[src/rtl/mips_pipe_pkg.sv]
// Shared types and constants for the MIPS32 pipeline hazard/forwarding logic.
// Provides forward-select codes, the zero register index and the stage shadow record.
package mips_pipe_pkg;

    localparam logic [1:0] FWD_ORIG = 2'b00;
    localparam logic [1:0] FWD_WB   = 2'b01;
    localparam logic [1:0] FWD_MEM  = 2'b10;

    localparam logic [4:0] REG_ZERO = 5'd0;

    typedef struct packed {
        logic       valid;
        logic       reg_write;
        logic       mem_read;
        logic [4:0] rd;
        logic [4:0] rs;
        logic [4:0] rt;
        logic       use_rs;
        logic       use_rt;
    } stage_info_t;

endpackage

[src/rtl/hazard_forward_ctrl_fwd_compare.sv]
// Forward-select decode for one EX operand.
// Ports: src/use_src (ID operand), ex_e/mem_e (shadow entries) -> fwd (select code).
module fwd_compare
    import mips_pipe_pkg::*;
(
    input  logic [4:0]  src,
    input  logic        use_src,
    input  stage_info_t ex_e,
    input  stage_info_t mem_e,
    output logic [1:0]  fwd
);

    logic ex_hit;
    logic mem_hit;
    logic unused_ok;

    assign ex_hit = use_src && (src != REG_ZERO) && ex_e.valid
                    && ex_e.reg_write && (ex_e.rd == src);

    assign mem_hit = use_src && (src != REG_ZERO) && mem_e.valid
                     && mem_e.reg_write && (mem_e.rd == src);

    // The younger (EX) producer holds the newer value, so it wins.
    always_comb begin
        fwd = FWD_ORIG;
        if (ex_hit) begin
            fwd = FWD_MEM;
        end else if (mem_hit) begin
            fwd = FWD_WB;
        end
    end

    assign unused_ok = ^{ex_e.mem_read, ex_e.rs, ex_e.rt,
                         ex_e.use_rs, ex_e.use_rt,
                         mem_e.mem_read, mem_e.rs, mem_e.rt,
                         mem_e.use_rs, mem_e.use_rt};

endmodule

[src/rtl/hazard_forward_ctrl.sv]
// Hazard controller for the 5-stage MIPS32 core: forwarding, load-use stall,
// branch flush and MULT/DIV occupancy. Ports: ID fields in; fwd selects and pipe controls out.
module hazard_forward_ctrl
    import mips_pipe_pkg::*;
#(
    parameter int MULDIV_CYCLES = 32
) (
    input  logic       Clk,
    input  logic       Reset_n,
    input  logic [4:0] Rs_ID,
    input  logic [4:0] Rt_ID,
    input  logic       Use_Rs_ID,
    input  logic       Use_Rt_ID,
    input  logic [4:0] Write_Reg_ID,
    input  logic       Reg_Write_ID,
    input  logic       Mem_Read_ID,
    input  logic       MulDiv_ID,
    input  logic       Branch_Taken_EX,
    output logic [1:0] Forward_A,
    output logic [1:0] Forward_B,
    output logic       PC_Write,
    output logic       IF_ID_Write,
    output logic       ID_EX_Bubble,
    output logic       IF_ID_Flush,
    output logic       MulDiv_Busy
);

    localparam int CW = $clog2(MULDIV_CYCLES);
    localparam logic [CW-1:0] CNT_LOAD = CW'(MULDIV_CYCLES - 1);

    typedef enum logic {IDLE, BUSY} md_state_t;

    md_state_t   state;
    logic [CW-1:0] cnt;
    logic        busy_q;

    stage_info_t id_info;
    stage_info_t ex_q;
    stage_info_t mem_q;
    stage_info_t wb_q;

    logic [1:0]  fwd_a_d;
    logic [1:0]  fwd_b_d;
    logic [1:0]  fwd_a_q;
    logic [1:0]  fwd_b_q;

    logic        load_use;
    logic        flush;
    logic        stall;
    logic        bubble;
    logic        enter_ex;
    logic        unused_ok;

    always_comb begin
        id_info           = '0;
        id_info.valid     = 1'b1;
        id_info.reg_write = Reg_Write_ID;
        id_info.mem_read  = Mem_Read_ID;
        id_info.rd        = Write_Reg_ID;
        id_info.rs        = Rs_ID;
        id_info.rt        = Rt_ID;
        id_info.use_rs    = Use_Rs_ID;
        id_info.use_rt    = Use_Rt_ID;
    end

    assign load_use = !busy_q && ex_q.valid && ex_q.mem_read
                      && (ex_q.rd != REG_ZERO)
                      && ((Use_Rs_ID && (ex_q.rd == Rs_ID))
                       || (Use_Rt_ID && (ex_q.rd == Rt_ID)));

    // A taken branch squashes the ID instruction, so its stall is moot.
    assign flush    = !busy_q && Branch_Taken_EX;
    assign stall    = load_use && !flush;
    assign bubble   = flush || stall;
    assign enter_ex = !busy_q && !bubble;

    assign PC_Write     = !busy_q && !stall;
    assign IF_ID_Write  = !busy_q && !stall;
    assign ID_EX_Bubble = bubble;
    assign IF_ID_Flush  = flush;
    assign MulDiv_Busy  = busy_q;
    assign Forward_A    = fwd_a_q;
    assign Forward_B    = fwd_b_q;

    fwd_compare u_fwd_a (
        .src     (Rs_ID),
        .use_src (Use_Rs_ID),
        .ex_e    (ex_q),
        .mem_e   (mem_q),
        .fwd     (fwd_a_d)
    );

    fwd_compare u_fwd_b (
        .src     (Rt_ID),
        .use_src (Use_Rt_ID),
        .ex_e    (ex_q),
        .mem_e   (mem_q),
        .fwd     (fwd_b_d)
    );

    // Shadow pipeline and registered forward selects.
    always_ff @(posedge Clk or negedge Reset_n) begin
        if (!Reset_n) begin
            ex_q    <= '0;
            mem_q   <= '0;
            wb_q    <= '0;
            fwd_a_q <= FWD_ORIG;
            fwd_b_q <= FWD_ORIG;
        end else begin
            wb_q <= mem_q;
            if (busy_q) begin
                // MULDIV owns EX; operands were latched in the first busy cycle.
                mem_q   <= '0;
                fwd_a_q <= FWD_ORIG;
                fwd_b_q <= FWD_ORIG;
            end else begin
                mem_q <= ex_q;
                if (bubble) begin
                    ex_q    <= '0;
                    fwd_a_q <= FWD_ORIG;
                    fwd_b_q <= FWD_ORIG;
                end else begin
                    ex_q    <= id_info;
                    fwd_a_q <= fwd_a_d;
                    fwd_b_q <= fwd_b_d;
                end
            end
        end
    end

    always_ff @(posedge Clk or negedge Reset_n) begin
        if (!Reset_n) begin
            state  <= IDLE;
            cnt    <= '0;
            busy_q <= 1'b0;
        end else begin
            unique case (state)
                IDLE: begin
                    if (enter_ex && MulDiv_ID) begin
                        state  <= BUSY;
                        cnt    <= CNT_LOAD;
                        busy_q <= 1'b1;
                    end
                end
                BUSY: begin
                    if (cnt == '0) begin
                        state  <= IDLE;
                        busy_q <= 1'b0;
                    end else begin
                        cnt <= cnt - 1'b1;
                    end
                end
            endcase
        end
    end

    assign unused_ok = ^wb_q;

endmodule

[config.mk]
export PLATFORM = sky130hd
export DESIGN_NAME = hazard_forward_ctrl
export DESIGN_NICKNAME = d
export VERILOG_FILES = /design/src/rtl/mips_pipe_pkg.sv /design/src/rtl/hazard_forward_ctrl_fwd_compare.sv /design/src/rtl/hazard_forward_ctrl.sv
export SDC_FILE = /design/constraint.sdc
export NUM_CORES = 1
export LEC_CHECK = 0
export BUFFER_PORTS_ARGS = -buffer_cell sky130_fd_sc_hd__buf_2
export CORE_ASPECT_RATIO = 1.75
export CORE_MARGIN = 3
export CORE_UTILIZATION = 40
export CTS_CLUSTER_SIZE = 20
export DETAILED_ROUTE_END_ITERATION = 16
export PLACE_DENSITY = 0.71
export SLEW_MARGIN = 0
export SYNTH_ARGS = -nofsm -noshare
export SYNTH_HDL_FRONTEND = slang
export SYNTH_SLANG_ARGS = --single-unit
[constraint.sdc]
create_clock -name Clk -period 5.2 [get_ports Clk]
set_input_delay 1.56 -clock Clk [delete_from_list [all_inputs] [get_ports Clk]]
set_output_delay 1.56 -clock Clk [all_outputs]
set_load 0.01 [all_outputs]
# --- Word level (Yosys, flattened, before mapping) ---
# Index checks and enable logic that the tools add are counted.
totals:
  regBits: 38
  input_bits: 23
  output_inout_bits: 9
  word_cells: 81
classes:
  n_addsub: 1
  n_eq_ne: 7
  muxes: 19
  bitwise: 1
  reduce_logical: 37
op_table:
  columns: ["op", "count"]
  rows:
  - ["$mux W20", 2]
  - ["$logic_and A1 B1 Y1", 25]
  - ["$eq A5 B5 Y1", 4]
  - ["$reduce_bool A5 Y1", 3]
  - ["$mux W2", 6]
  - ["$mux W5", 2]
  - ["$pmux W5 S2", 1]
  - ["$mux W1", 6]
  - ["$logic_not A5 Y1", 1]
  - ["$sub A5 B1 Y5 const B", 1]
  - ["$logic_not A1 Y1", 4]
  - ["$ne A2 B2 Y1 const B", 2]
  - ["$pmux W1 S2", 2]
  - ["$reduce_and A2 Y1", 2]
  - ["$logic_or A1 B1 Y1", 2]
  - ["$ne A2 B1 Y1 const B", 1]
  - ["$not A1 Y1", 1]

# --- Depth between registers and ports, before layout ---
depth:
  word_depth: 12
  mapped_depth: 7
  mapped_depth_nobuf: 7

# --- Hierarchy ---
# From an unflattened synthesis, not the netlist that was laid out.
hier_totals:
  hier_cells: 249
  area_unflattened_um2: 2601.2
by_module_without_submodules:
  columns: ["module", "n_inst", "cells_per_inst", "area_each_um2", "seq_area_each_um2"]
  rows:
  - ["hazard_forward_ctrl", 1, 211, 2288.4, 1276.2]
  - ["fwd_compare", 2, 19, 156.4, 0.0]

# --- Worst setup path before layout ---
# Ideal clock, no wire load.
synth_timing:
  path_kind: "in2out"
  from: "input Rs_ID[4]"
  to: "output PC_Write"
  t_arrival_ns: 2.591
  slack_ns: 1.049
  cell_stages: 7
  cell_sequence: "xnor2_1 nand3_1 o22ai_2 and2_1 buf_6 a21oi_1 buf_4"
synth_between:
  elab_chain_cells: 7
synth_rtl:
  columns: ["element", "line", "rtl"]
  rows:
  - ["start, declared", "hazard_forward_ctrl.sv:10", "input logic [4:0] Rs_ID,"]
  - ["$eq A5 B5 Y1", "hazard_forward_ctrl.sv:68", "&& ((Use_Rs_ID && (ex_q.rd == Rs_ID))"]
  - ["$logic_and A1 B1 Y1", "hazard_forward_ctrl.sv:68", null]
  - ["$logic_or A1 B1 Y1", "hazard_forward_ctrl.sv:69", "|| (Use_Rt_ID && (ex_q.rd == Rt_ID)));"]
  - ["$logic_and A1 B1 Y1", "hazard_forward_ctrl.sv:68", null]
  - ["$logic_and A1 B1 Y1", "hazard_forward_ctrl.sv:73", "assign stall = load_use && !flush;"]
  - ["$logic_not A1 Y1", null, null]
  - ["$logic_and A1 B1 Y1", null, null]
  - ["end, declared", "hazard_forward_ctrl.sv:21", "output logic PC_Write,"]
# Every way passes these cells.

# --- Worst setup path after layout ---
layout_timing:
  from: "input Rt_ID[1]"
  to: "output IF_ID_Write"
layout_between:
  elab_chain_cells: 7
layout_rtl:
  columns: ["element", "line", "rtl"]
  rows:
  - ["start, declared", "hazard_forward_ctrl.sv:11", "input logic [4:0] Rt_ID,"]
  - ["$eq A5 B5 Y1", "hazard_forward_ctrl.sv:69", null]
  - ["$logic_and A1 B1 Y1", "hazard_forward_ctrl.sv:69", null]
  - ["$logic_or A1 B1 Y1", "hazard_forward_ctrl.sv:69", null]
  - ["$logic_and A1 B1 Y1", "hazard_forward_ctrl.sv:68", null]
  - ["$logic_and A1 B1 Y1", "hazard_forward_ctrl.sv:73", null]
  - ["$logic_not A1 Y1", "hazard_forward_ctrl.sv:78", "assign IF_ID_Write = !busy_q && !stall;"]
  - ["$logic_and A1 B1 Y1", "hazard_forward_ctrl.sv:78", null]
  - ["end, declared", "hazard_forward_ctrl.sv:22", "output logic IF_ID_Write,"]
# Every way passes these cells.

==> impl_metrics.yaml <==
sta:
  relSlewSlack_pct: 57.0
  fin_tns_setup_ns: 0
  hold_ws_ns: 0.516
  max_slew.worst_pin.slew_ns: 0.645
  rsz0062_at_grt: "false"
  hold_viol: 0
  maxSlewViolCount: 0
  fmax_mhz: 225
  skew_ns: 0.00849
  setup_viol: 0
  finalCritPeriodShare_pct: 85.6
  post-route-min-period_ns: 4.45
critical_path:
  crit_path_start_kind: "input pin"
  criticalPathCategory: "in2out"
  r2r_slack_ns: 3.34
  rr_endpoint: "cnt[3]$_DFFE_PN0P_"
  timing.critical_path.to_type: "output pin"
  crit_end: "IF_ID_Write"
  cp.required_ns: 3.64
  critPathArrivalTime_ns: 2.89
  worstPathMaxFanout: 7
  critPathLaunch: "Rt_ID[1]"
  r2r-start: "cnt[0]$_DFFE_PN0P_"
  ff2ff_path_depth: 7
synth:
  synthTopCellsByArea: "dfrtp_1 47%, xnor2_1 13%, a22o_1 4.5%"
  syn_inst: 129
  mappedNetlistNets: 154
  ys_warn_count: 0
  ys.flop_type: "dfrtp_1"
  synthDistinctLibCells: 32
  synth_top_area_share_pct: 47.3
  synth_top_area_cell: "dfrtp_1"
  synth_area_per_cell_um2: 10.7
  ys_ff_latch: 26
  seq_area_frac_synth_pct: 47.3
  synthTopCellsByCount: "26 x dfrtp_1, 20 x xnor2_1, 13 x nand2_1"
  synth_most_common_cell: "dfrtp_1"
  synth_enable_flop_cells: 0
  synth_async_sr_flop_share_pct: 100
  synth_area_um2: 1380
routing:
  post_drt_via_cell_ratio: 5.10
  drc: 0
  drt_first_pass_iters: 4
  routed_wl_um: 2760
  drt-initial-drc-count: 20
  vias: 1036
  drtAntennaViolNets: 0
  wl_per_cell_um: 13.6
power_and_ir_drop:
  seq_power_share_pct: 47.6
  p_sw_uw: 295
  powerDensity_nw_per_um2: 491
  power_frac_clock_pct: 16.0
  leakage_uw: 0.000717
  p_comb_share_pct: 36.4
  p_int_uw: 497
  power_uw: 792
  ir_worst_vdd_mv: 0.233
  switching_share_pct: 37.3
finish:
  area_delta_synth_final_pct: 17.3
  antenna-diode-count: 0
  drive_gt1_share_pct: 25.6
  post-route-util_pct: 50.3
  layout.cells.non_filler: 203
  layout.nets: 186
clock_tree:
  clkLatencyLatePin_ns: 0.27
  ctsResizeCount: 0
  clock_path_buffers: 2
  post_cts_buffers: 0
  cts_root_buf: "clkbuf_8"
  hold_buffers: 0
  clkSlewWorstSetupHoldPaths_ns: 0.08
  cts_sinks: 26
  htreeDepth: 1
  numCtsBuffers: 3
  cts_tree: "done"
global_routing:
  grt_pass1_vias: 1144
  met3_usage_pct: 3.04
  grt_use_met2_pct: 26.2
  grt_util_met1_pct: 17.2
  grt_start_max_net_pins: 27
  track_usage_pct: 15.0
  antenna_found_initial: 0
  grt_pass1_wl_um: 5000
  gr-total-overflow: 0
  top_usage_layer: "met2"
die:
  std_cell_rows: 27
  die_h_um: 83.6
  die_x_um: 50.3
  start_util_pct: 42.9
  core_um2: 3210
  die-area_um2: 4210
  io_pins: 32
worst_hold_path:
  hold_path.class: "reg2reg"
run:
  drv_cap: 0
placement:
  dp_hpwl_um: 2230
  place_congestion: 0.838
  dp.cells: 199
  numPortBuffers: 31
run_status:
  outcome: "complete, no violations"
[layer usage]
layer / share of wire [%] / wire, um
met5: 0 / 0
met3: 5.9 / 162
met4: 1.7 / 46
met1: 40 / 1100
met2: 53 / 1460
[through the flow]
step	setup slack, ns	instance area, um2
2_1_floorplan	1.05	1380
6_report	0.750	1610
3_3_place_gp	0.788	1560
3_5_place_dp	0.734	1560
5_1_grt	0.605	1610
4_1_cts	0.732	1610
[state kept, by name, indices dropped and copies added (netlist names)]
register	cells
mem_q	7
ex_q	8
cnt	5
Forward_B	2
state	1
MulDiv_Busy	1
Forward_A	2
[cell families (layout without fill, tap and decap cells)]
group                    after synthesis  in the layout  share of synthesized area [%]
AO/OA/AOI/OAI                         19             19                           11.4
XOR/XNOR                              22             22                           14.0
adder cells (fa/ha/maj)                2              2                           1.82
buffers and inverters                  8             39                           3.00
flip-flops                            26             26                           47.3
AND/OR/NAND/NOR                       52             52                           22.5
[final cells by class]
type	instances	area (um2)
clock buffer	4	55.1
fill	300	1600
inverter	4	15.0
multi-input combinational	95	684
sequential	26	651
tap	43	53.8
timing repair buffer	31	155
[how the worst min path moves through the flow]
stage | to | slack [ns] | start | cells past startpoint
floorplan | ex_q[17]$_DFFE_PN0N_ | 0.48 | ex_q[17]$_DFFE_PN0N_ | 1
global placement | ex_q[17]$_DFFE_PN0N_ | 0.50 | ex_q[17]$_DFFE_PN0N_ | 1
detailed placement | ex_q[17]$_DFFE_PN0N_ | 0.50 | ex_q[17]$_DFFE_PN0N_ | 1
CTS | ex_q[17]$_DFFE_PN0N_ | 0.52 | ex_q[17]$_DFFE_PN0N_ | 1
global route | cnt[1]$_DFFE_PN0P_ | 0.57 | cnt[1]$_DFFE_PN0P_ | 2
finish | ex_q[17]$_DFFE_PN0N_ | 0.52 | ex_q[17]$_DFFE_PN0N_ | 1
[critical path, stage by stage]
cell	delay, ns
buf_2	0.12
xnor2_1	0.17
nand3_2	0.11
o22ai_2	0.23
and2_1	0.38
a21oi_1	0.13
buf_2	0.17
[power groups by stage]
stage,clock network [uW],logic (uW),registers [uW]
2_1_floorplan,0,248,341
4_1_cts,132,293,379
6_report,127,288,377
3_3_place_gp,0,279,378
3_5_place_dp,0,291,382
5_1_grt,141,328,395
[cell usage in the layout (no fill, tap or decap), types with 2 or more instances in the layout]
master and count:
nor4bb_4 2, clkbuf_8 4, nand4_1 2, a21oi_1 4, inv_1 4, or4_1 2
o211ai_1 2, or2_1 2, nor2_1 5, nand2_1 13, dfrtp_1 26, nand3_1 6
buf_2 31, xor2_1 2, nor3_1 7, nor2b_1 7, xnor2_1 20, ha_1 2
a22o_1 7
Power figures use the tool's default switching activity.
